## src/rtl/attn_pkg.sv

```systemverilog
// Shared types and constants for the attention score generator.
package attn_pkg;

    localparam int SCORE_W = 32;

    typedef logic signed [SCORE_W-1:0] score_t;

    localparam score_t SCORE_MAX = 32'sh7fff_ffff;
    localparam score_t SCORE_MIN = 32'sh8000_0000;

    typedef enum logic {
        ACCUM,
        EMIT
    } attn_state_t;

endpackage

```

## src/rtl/attn_mac.sv

```systemverilog
// Multiply-accumulate for one dot product, with arithmetic-shift scaling and
// saturation of (acc + a*b) to a 32-bit signed score.
module attn_mac
    import attn_pkg::*;
#(
    parameter int DW    = 16,
    parameter int DIM   = 16,
    parameter int SHIFT = 2,
    parameter int AW    = 2*DW + $clog2(DIM) + 1
) (
    input  logic                 clk,
    input  logic                 rst,
    input  logic                 en,
    input  logic                 clr_after,
    input  logic signed [DW-1:0] a,
    input  logic signed [DW-1:0] b,
    output logic signed [AW-1:0] acc_o,
    output score_t               sat_o
);

    localparam int MW = (AW > SCORE_W) ? AW : SCORE_W + 1;

    logic signed [2*DW-1:0] prod;
    logic signed [AW-1:0]   sum;
    logic signed [AW-1:0]   shifted;
    logic signed [MW-1:0]   wide;

    assign prod    = (2*DW)'(a) * (2*DW)'(b);
    assign sum     = acc_o + AW'(prod);
    assign shifted = sum >>> SHIFT;
    assign wide    = MW'(shifted);

    always_comb begin
        sat_o = wide[SCORE_W-1:0];
        if (wide > MW'(SCORE_MAX)) begin
            sat_o = SCORE_MAX;
        end else if (wide < MW'(SCORE_MIN)) begin
            sat_o = SCORE_MIN;
        end
    end

    always_ff @(posedge clk) begin
        if (rst) begin
            acc_o <= '0;
        end else if (en) begin
            acc_o <= clr_after ? '0 : sum;
        end
    end

endmodule

```

## src/rtl/attn_score_gen.sv

```systemverilog
// Streams q/k element pairs, produces LEN scaled+saturated dot-product scores
// and pulses valid_out once per vector. Optional causal mask: ATTN_CAUSAL_MASK_EN.
module attn_score_gen
    import attn_pkg::*;
#(
    parameter int LEN   = 8,
    parameter int DIM   = 16,
    parameter int DW    = 16,
    parameter int SHIFT = 2,
    localparam int KW   = (LEN > 1) ? $clog2(LEN) : 1
) (
    input  logic                 clk,
    input  logic                 rst,
`ifdef ATTN_CAUSAL_MASK_EN
    input  logic [KW-1:0]        q_pos,
`endif
    input  logic                 in_valid,
    output logic                 in_ready,
    input  logic signed [DW-1:0] q_data,
    input  logic signed [DW-1:0] k_data,
    output logic                 valid_out,
    output score_t               scores [LEN]
);

    localparam int EW = (DIM > 1) ? $clog2(DIM) : 1;
    localparam int AW = 2*DW + $clog2(DIM) + 1;
    localparam logic [EW-1:0] ELEM_LAST = EW'(DIM - 1);
    localparam logic [KW-1:0] KEY_LAST  = KW'(LEN - 1);

    attn_state_t          state, state_nx;
    logic [EW-1:0]        elem_cnt;
    logic [KW-1:0]        key_cnt;
    logic                 xfer;
    logic                 last_elem;
    logic                 last_key;
    score_t               mac_sat;
    score_t               wr_score;
    logic signed [AW-1:0] acc_unused;

    assign last_elem = (elem_cnt == ELEM_LAST);
    assign last_key  = (key_cnt == KEY_LAST);

    attn_mac #(
        .DW   (DW),
        .DIM  (DIM),
        .SHIFT(SHIFT),
        .AW   (AW)
    ) u_mac (
        .clk      (clk),
        .rst      (rst),
        .en       (xfer),
        .clr_after(last_elem),
        .a        (q_data),
        .b        (k_data),
        .acc_o    (acc_unused),
        .sat_o    (mac_sat)
    );

`ifdef ATTN_CAUSAL_MASK_EN
    // Future keys get the most negative score so softmax drives them to ~0.
    assign wr_score = (key_cnt > q_pos) ? SCORE_MIN : mac_sat;
`else
    assign wr_score = mac_sat;
`endif

    always_comb begin
        state_nx  = state;
        in_ready  = 1'b0;
        valid_out = 1'b0;
        xfer      = 1'b0;
        case (state)
            ACCUM: begin
                in_ready = 1'b1;
                xfer     = in_valid;
                if (in_valid && last_elem && last_key) begin
                    state_nx = EMIT;
                end
            end
            EMIT: begin
                valid_out = 1'b1;
                state_nx  = ACCUM;
            end
            default: state_nx = ACCUM;
        endcase
    end

    always_ff @(posedge clk) begin
        if (rst) begin
            state    <= ACCUM;
            elem_cnt <= '0;
            key_cnt  <= '0;
            scores   <= '{default: '0};
        end else begin
            state <= state_nx;
            if (xfer) begin
                if (last_elem) begin
                    elem_cnt         <= '0;
                    scores[key_cnt]  <= wr_score;
                    key_cnt          <= last_key ? '0 : key_cnt + KW'(1);
                end else begin
                    elem_cnt <= elem_cnt + EW'(1);
                end
            end
        end
    end

endmodule

```

## config.mk

```make
export PLATFORM = sky130hd
export DESIGN_NAME = attn_score_gen
export DESIGN_NICKNAME = d
export VERILOG_FILES = /design/src/rtl/attn_pkg.sv /design/src/rtl/attn_mac.sv /design/src/rtl/attn_score_gen.sv
export SDC_FILE = /design/constraint.sdc
export NUM_CORES = 1
export LEC_CHECK = 0
export CAP_MARGIN = 20
export CORE_AREA = 2 2 187 281
export DETAILED_ROUTE_END_ITERATION = 8
export DIE_AREA = 0 0 189 283
export GPL_TIMING_DRIVEN = 1
export PLACE_DENSITY = 0.7
export SLEW_MARGIN = 20
export SYNTH_ARGS = -nofsm -noshare
export SYNTH_HDL_FRONTEND = slang
export SYNTH_HIERARCHICAL = 1
export SYNTH_SLANG_ARGS = --single-unit
```

## constraint.sdc

```tcl
create_clock -name clk -period 21.2 [get_ports clk]
set_clock_uncertainty 0.1 [all_clocks]
set_input_delay 6.36 -clock clk [delete_from_list [all_inputs] [get_ports clk]]
set_output_delay 6.36 -clock clk [all_outputs]
set_load 0.1 [all_outputs]
```

# Word level (Yosys, flattened, before mapping)

Index checks and enable logic that the tools add are counted.
W data, S select, Z words.

Register bits after elaboration: 301
Input port bits: 35
Word-level logic and storage cells: 41

Add/subtract/negate cells: 3
Multiply operators: 1
Order comparisons: 4
Equality and inequality tests: 2
Mux-type cells: 13
Bitwise logic cells: 2
Reductions and logical operators: 4

Operator list:

| kind                   | number |
|---|---|
| $bwmux W256            | 1 |
| $demux W32 S3          | 1 |
| $mux W32               | 3 |
| $add A37 B32 Y37       | 1 |
| $mux W37               | 1 |
| $gt A35 B32 Y1 const B | 1 |
| $lt A35 B32 Y1 const B | 1 |
| $mul A16 B16 Y32       | 1 |
| $add A4 B1 Y4 const B  | 1 |
| $eq A4 B4 Y1 const B   | 1 |
| $ge A4 B4 Y1 const B   | 1 |
| $lt A4 B1 Y1 const B   | 1 |
| $mux W1                | 4 |
| $mux W4                | 1 |
| $not A3 Y4             | 1 |
| $add A3 B1 Y3 const B  | 1 |
| $eq A3 B3 Y1 const B   | 1 |
| $logic_and A1 B1 Y1    | 3 |
| $mux W3                | 1 |
| $pmux W1 S2            | 1 |
| $reduce_and A2 Y1      | 1 |
| $not A1 Y1             | 1 |

# Longest topological paths before layout

Gate-level depths: netlist (run 1).

Word-level depth: 6
Depth in mapped cells: 28

# Modules after synthesis

Netlist (run 1), hierarchy kept.

By module, submodules not included:

| module         | times used | cells each | area an instance (µm²) |
|---|---|---|---|
| attn_mac       | 1          | 1,576      | 13,963.4 |
| attn_score_gen | 1          | 951        | 10,358.7 |

# Worst setup path before layout (run 1)

Ideal clock, no wire load.

Path type: in2reg
Start: input port q_data[15]
End: register scores[202] in the netlist's numbering
Arrival: 12.747 ns
Data required time: 20.970 ns
Path slack: 8.223 ns
Stages on the path: 26
Buffers on the path: 4
Cell sequence: clkbuf_1 -> nand2_1 -> fa_1 -> inv_1 -> fa_1 -> inv_1 -> fa_1 -> inv_1 -> fa_1 -> fa_1 -> inv_1 -> fa_1 -> inv_1 -> ha_1 -> clkbuf_1 -> inv_1 -> o22ai_1 -> nor4_1 -> nand3b_1 -> o2111a_1 -> a211oi_4 -> clkbuf_1 -> a21oi_1 -> nand2b_1 -> buf_1 -> mux2i_1

Word-level cells in the longest chain between the ends: 6

RTL lines:

| item                           | line                 | text |
|---|---|---|
| start: declaration             | attn_score_gen.sv:19 | `input logic signed [DW-1:0] q_data,` |
| $mul A16 B16 Y32 (*)           | attn_mac.sv:28       | `assign prod = (2*DW)'(a) * (2*DW)'(b);` |
| $add A37 B32 Y37 (*)           | attn_mac.sv:29       | `assign sum = acc_o + AW'(prod);` |
| $lt A35 B32 Y1                 | attn_mac.sv:37       | `end else if (wide < MW'(SCORE_MIN)) begin` |
| $mux W32                       | attn_mac.sv:37       |  |
| $mux W32 (*)                   | attn_mac.sv:35       | `if (wide > MW'(SCORE_MAX)) begin` |
| net mac_sat[10]                | attn_score_gen.sv:36 | `score_t mac_sat;` |
| $bwmux W256 (*)                | attn_score_gen.sv:98 | `scores[key_cnt] <= wr_score;` |
| end signal: indexed assignment | attn_score_gen.sv:98 |  |
| end: declaration               | attn_score_gen.sv:22 | `output score_t scores [LEN]` |

The timed path passes the listed nets; every way through them passes the cells marked *.
A chain may end at the register's enable or synchronous reset.

# Worst setup path in the final report (run 1)

Start: input port k_data[1]
End: register scores[200] in the netlist's numbering

Word-level cells in the longest chain between the ends: 6

RTL lines:

| item                 | line                 | text |
|---|---|---|
| start: declaration   | attn_score_gen.sv:20 | `input logic signed [DW-1:0] k_data,` |
| $mul A16 B16 Y32 (*) | attn_mac.sv:28       |  |
| $add A37 B32 Y37 (*) | attn_mac.sv:29       |  |
| $lt A35 B32 Y1       | attn_mac.sv:37       |  |
| $mux W32             | attn_mac.sv:37       |  |
| $mux W32 (*)         | attn_mac.sv:35       |  |
| net mac_sat[8]       | attn_score_gen.sv:36 |  |
| $bwmux W256 (*)      | attn_score_gen.sv:98 |  |

Marked as above.

==> results.cfg, run 1 <==
[final_layout]
fill_cells = 4545
seqCellArea_um2 = 6030
layout.nets = 3171
post-route-util_pct = 55.4
multi_input_area_um2 = 16300
final_cell_area_um2 = 28400
area_growth_pct = 16.7
drive_gt1_share_pct = 3.20
antenna-diode-count = 0

[synth]
synth_area_leaders = fa_1, dfxtp_1, mux2i_1, nand2b_1, ha_1
ys_ff_latch = 301
yosys-top-cells-count = inv_1, nand2b_1, fa_1, dfxtp_1, mux2i_1
synth-warning-count = 6
synth.avg_cell_area_um2 = 9.62
ys_types = 73
yosys.area.top_type = fa_1
synth_edf_count = 0
ys_seq_area_share_pct = 24.8
syn_area_um2 = 24300
synth_top_flop_cell = dfxtp_1
synth_nets = 2992
synth_top_area_share_pct = 26.2
netlist_instances = 2527
synthArstFlopShare_pct = 0
yosysMostFrequentCell = inv_1

[clocking]
cts_buffers = 26
cts.sink_count = 301
cts.repair.resized = 0
cts_buffer_depth = 3
cts_setup_buffers = 0
cts_tree = done
worstSkewPairLatency_ns = 0.55
clk_pin_slew_ns = 0.07
postCtsHoldBufs = 0
cts_root_buf = clkbuf_16
htreeDepth = 1

[worst_setup_path]
cp_num_buf_inv = 6
arrival_ns = 14.57
crit_path_top_delay_cell = clkdlybuf4s50_1
critPathMaxFanout = 24
cp_top_family = adder cells
slowest_delay_ns = 0.86
cpMostUsedCell = fa_1
required_ns = 21.57
start_kind = input pin
crit_type = input pin to flip-flop
end_kind = flip-flop

[global_route]
grt_overflow_total = 0
grt_pass1_wl_um = 103000
grt_usage_pct = 24.0
antenna_found_initial = 0
grt_max_degree = 141
grt_pass1_vias = 19000

[die]
dieArea_um2 = 53500
die_y_um = 283
die_x_um = 189
core_area_um2 = 51200
num_rows = 102
initial_core_util_pct = 47.5
io-pin-count = 293

[drt]
drt_first_iter_violations = 625
routed_wl_um = 63900
remaining_drc_errors = 0
wl_per_cell_um = 18.8
ant_nets = 0
dr_total_vias = 17300
vias_per_cell = 5.10
drtPass1Iterations = 4

[timing]
rsz0062_at_grt = false
setup_tns_ns = 0
relSlewSlack_pct = 23.3
setup_violations = 0
worstMarginPinSlew_ns = 1.15
report.final.slew_viol_count = 0
fmax_mhz = 70.4
period_share_pct = 67.0
min_period_ns = 14.19
hold_viol_final = 0

[placement]
placed_area_um2 = 27500
portBuffers = 292
finalWeightedCongestion = 0.903
dp_hpwl_um = 50500

[status]
status = finished, final reports clean

[run]
drv_cap = 0

[worst_hold_path]
hold_class = flip-flop to flip-flop
-- registers in the layout, summed over array words and instances, names as in the netlist --
register     cells
u_mac/acc_o     37
elem_cnt         4
scores         256
key_cnt          3
state            1
-- layout make-up --
| class | instances | share of cell area (%) |
|---|---|---|
| Inverter | 363 | 4.80 |
| Tap cell | 676 | 2.98 |
| Clock buffer | 34 | 2.43 |
| Sequential cell | 301 | 21.2 |
| Clock inverter | 10 | 0.454 |
| Multi-Input combinational cell | 1709 | 57.4 |
| Timing Repair Buffer | 305 | 10.7 |
-- path summary, 6_finish.rpt --
path | startpoint | endpoint | slack (ns) | cells past startpoint
worst max-delay path | k_data[1] | scores[200] | 7.01 | 25
worst min-delay path | scores[204] | scores[204] | 0.37 | 2
worst max register to register | u_mac/acc_o[15] | scores[200] | 14.56 | 21
worst min register to register | scores[204] | scores[204] | 0.37 | 2
-- through the flow --
step	setup WS, ns	hold slack [ns]	std cells
6_report	7.01	0.373	3398
5_1_grt	6.46	0.392	3398
4_1_cts	6.74	0.377	3397
3_5_place_dp	6.16	0.365	3353
3_3_place_gp	6.34	0.359	3353
2_1_floorplan	8.22	0.350	2527
-- kinds of logic (layout without fill, tap and decap cells) --
logic type / count (synthesis) / after routing / synth area share [%]
AND/OR/NAND/NOR: 792 / 792 / 18.1
multiplexers: 260 / 260 / 10.7
AO/OA/AOI/OAI: 189 / 189 / 4.85
buffers and inverters: 517 / 712 / 8.30
flip-flops: 301 / 301 / 24.8
XOR/XNOR: 38 / 38 / 1.37
adder cells (fa/ha/maj): 430 / 430 / 31.9
-- routing by layer --
layer	wire length, µm	vias to the layer above	global-route usage (%)	part of all wire [%]
li1	-	8171	-	-
met1	26300	8585	28.9	41
met2	32700	439	43.7	51
met3	2340	133	2.11	3.7
met4	2570	0	9.41	4.0
met5	0	-	0	0
-- cell usage in the layout, fill, tap and decap left out, types with 6 or more instances in the layout --
cell type        count
a21o_1              12
a21oi_1             95
and2_1             114
buf_4               11
clkbuf_1             7
clkbuf_16           26
clkdlybuf4s50_1    291
dfxtp_1            301
fa_1               318
ha_1               112
inv_1              362
mux2i_1            260
nand2_1            176
nand2b_1           320
nand3_1             12
nand3b_1            10
nor2_1              86
nor2b_1             30
o21ai_0             23
o21ai_2              6
xnor2_1             26
xor2_1              12
-- tightest hold or removal path, delay by kind of cell (launching register included) --
family / cells / cell delay, ns
DFF: 1 / 0.31
and+or+nand+nor: 1 / 0.06
muxes: 1 / 0.06
Power of run 1 is left out: the tool's default activity adds up to more than one toggle a clock period on the data nets, which glitch-free logic cannot reach.
==> run 2, diff against run 1 <==
==> constraint.sdc (replaced) <==
create_clock -name clk -period 14.5 [get_ports clk]
set_clock_uncertainty 0.1 [all_clocks]
set_input_delay 4.35 -clock clk [delete_from_list [all_inputs] [get_ports clk]]
set_output_delay 4.35 -clock clk [all_outputs]
set_load 0.1 [all_outputs]
==> run 2 against run 1 <==
  * Design area rose by 0.11%
  * Global-route usage fell by 0.16 points
  * Hold slack barely moved
  * Sequential share of layout area barely moved
  * First-iteration DRC count rose by 22%
  * Sequential cell count did not move
  * Via count rose by 0.70%
  * Core utilization rose by 0.064 points
  * Worst setup slack got worse by 4.8 ns
  * Critical path type unchanged
  * Highest routed layer unchanged
==> results.cfg, run 2 (synthesis gave the netlist of run 1 again) <==
[die]
die_y_um = 283
num_rows = 102
die_x_um = 189
dieArea_um2 = 53500
initial_core_util_pct = 47.5
core_area_um2 = 51200
io-pin-count = 293

[clocking]
cts.sink_count = 301
worstSkewPairLatency_ns = 0.55
cts_buffer_depth = 3
cts_tree = done
clk_pin_slew_ns = 0.07
postCtsHoldBufs = 0
cts.repair.resized = 0
cts_buffers = 26
cts_root_buf = clkbuf_16
htreeDepth = 1
cts_setup_buffers = 0

[global_route]
grt_overflow_total = 0
grt_pass1_wl_um = 103000
grt_pass1_vias = 18800
grt_max_degree = 141
antenna_found_initial = 0
grt_usage_pct = 23.8

[worst_hold_path]
whs_path_depth = 2
holdPathEnd = scores[219]
hp-start = scores[219]
hold_class = flip-flop to flip-flop

[final_layout]
layout.nets = 3171
antenna-diode-count = 0
largest_register_ffs = 256
reg.largest.list = scores: 256 flops, u_mac/acc_o: 37 flops, elem_cnt: 4 flops
final_common_cell = inv_1
mostFrequentLayoutCells = inv_1, nand2b_1, fa_1
fill_cells = 4475
area_growth_pct = 16.8
regMostFlops = scores
final_cells = 3400
drive_gt1_share_pct = 3.41
multi_input_area_um2 = 16300
seqCellArea_um2 = 6030

[timing]
setup_tns_ns = 0
setup_slack_ns = 2.25
report.final.slew_viol_count = 0
rsz0062_at_grt = false
hold_viol_final = 0
fmax_mhz = 81.7
worstMarginPinSlew_ns = 1.13
period_share_pct = 84.5
min_period_ns = 12.25
hold_slack_ns = 0.373
relSlewSlack_pct = 24.4
setup_violations = 0

[drt]
wl_per_cell_um = 18.8
drt_first_iter_violations = 764
drtPass1Iterations = 5
vias_per_cell = 5.13
routed_wl_um = 63800
remaining_drc_errors = 0
ant_nets = 0
dr_total_vias = 17500

[placement]
portBuffers = 292
dp_hpwl_um = 50400
finalWeightedCongestion = 0.903
place_inst = 3353
dpl_worst_slack_ns = 1.50

[worst_setup_path]
reg2regPathDepth = 21
required_ns = 14.87
worst_r2r_startpoint = u_mac/acc_o[15]
r2r_end = scores[40]
critPathMaxFanout = 24
arrival_ns = 12.61
crit_type = input pin to flip-flop
start_kind = input pin
end_kind = flip-flop
r2r_slack_ns = 7.82

[run]
drv_cap = 0

[status]
status = finished, final reports clean
run 2: changes by cell type in the layout (fill, tap and decap cells not counted), sizes merged:
cell	change
clkinvlp	-2
bufinv	-1
clkinv	+5
run 2: how the worst max path moves through the flow:
stage,endpoint,start,slack [ns],cells after the start
after floorplan,scores[202],q_data[15],3.53,26
after global placement,scores[254],q_data[15],1.65,23
after detailed placement,scores[126],q_data[15],1.50,23
after CTS,scores[126],q_data[15],2.04,23
after global routing,scores[40],k_data[1],1.81,25
final,scores[40],q_data[15],2.25,25
run 2: area by class of cell:
type                            count  area share, %
Multi-Input combinational cell   1709           57.4
Inverter                          363           4.80
Tap cell                          676           2.98
Clock inverter                     12          0.414
Clock buffer                       34           2.57
Timing Repair Buffer              305           10.7
Sequential cell                   301           21.2
run 2: layer usage:
metal / vias up / part of all wire, % / GRT usage (%)
li1: 8189 / - / -
met1: 8670 / 42 / 28.8
met2: 473 / 51 / 43.4
met3: 118 / 3.6 / 2.07
met4: 0 / 3.7 / 9.20
met5: - / 0 / 0
run 2: through the flow:
step                      area [µm²]  utilization [%]
after global placement         27500             53.8
after floorplan                24300                -
after global routing           28400             55.5
after detailed placement       27500             53.8
after CTS                      28400             55.5
final                          28400             55.5
run 2: worst max-delay path: stages:
cell	delay, ns
clkdlybuf4s50_1	0.85
nand2_1	0.25
fa_1	0.62
inv_1	0.07
fa_1	0.76
inv_1	0.12
fa_1	0.56
inv_1	0.13
fa_1	0.56
fa_1	0.51
inv_1	0.06
fa_1	0.48
inv_1	0.04
ha_1	0.47
nand2_1	0.08
o21ai_0	0.43
nor2_1	0.12
nand2_1	0.09
o221ai_1	0.12
nor3_2	0.47
nand4_4	0.38
nand2b_1	0.27
a21oi_1	0.16
nand2b_1	0.35
mux2i_1	0.28
Power of run 2 is left out for the same reason.
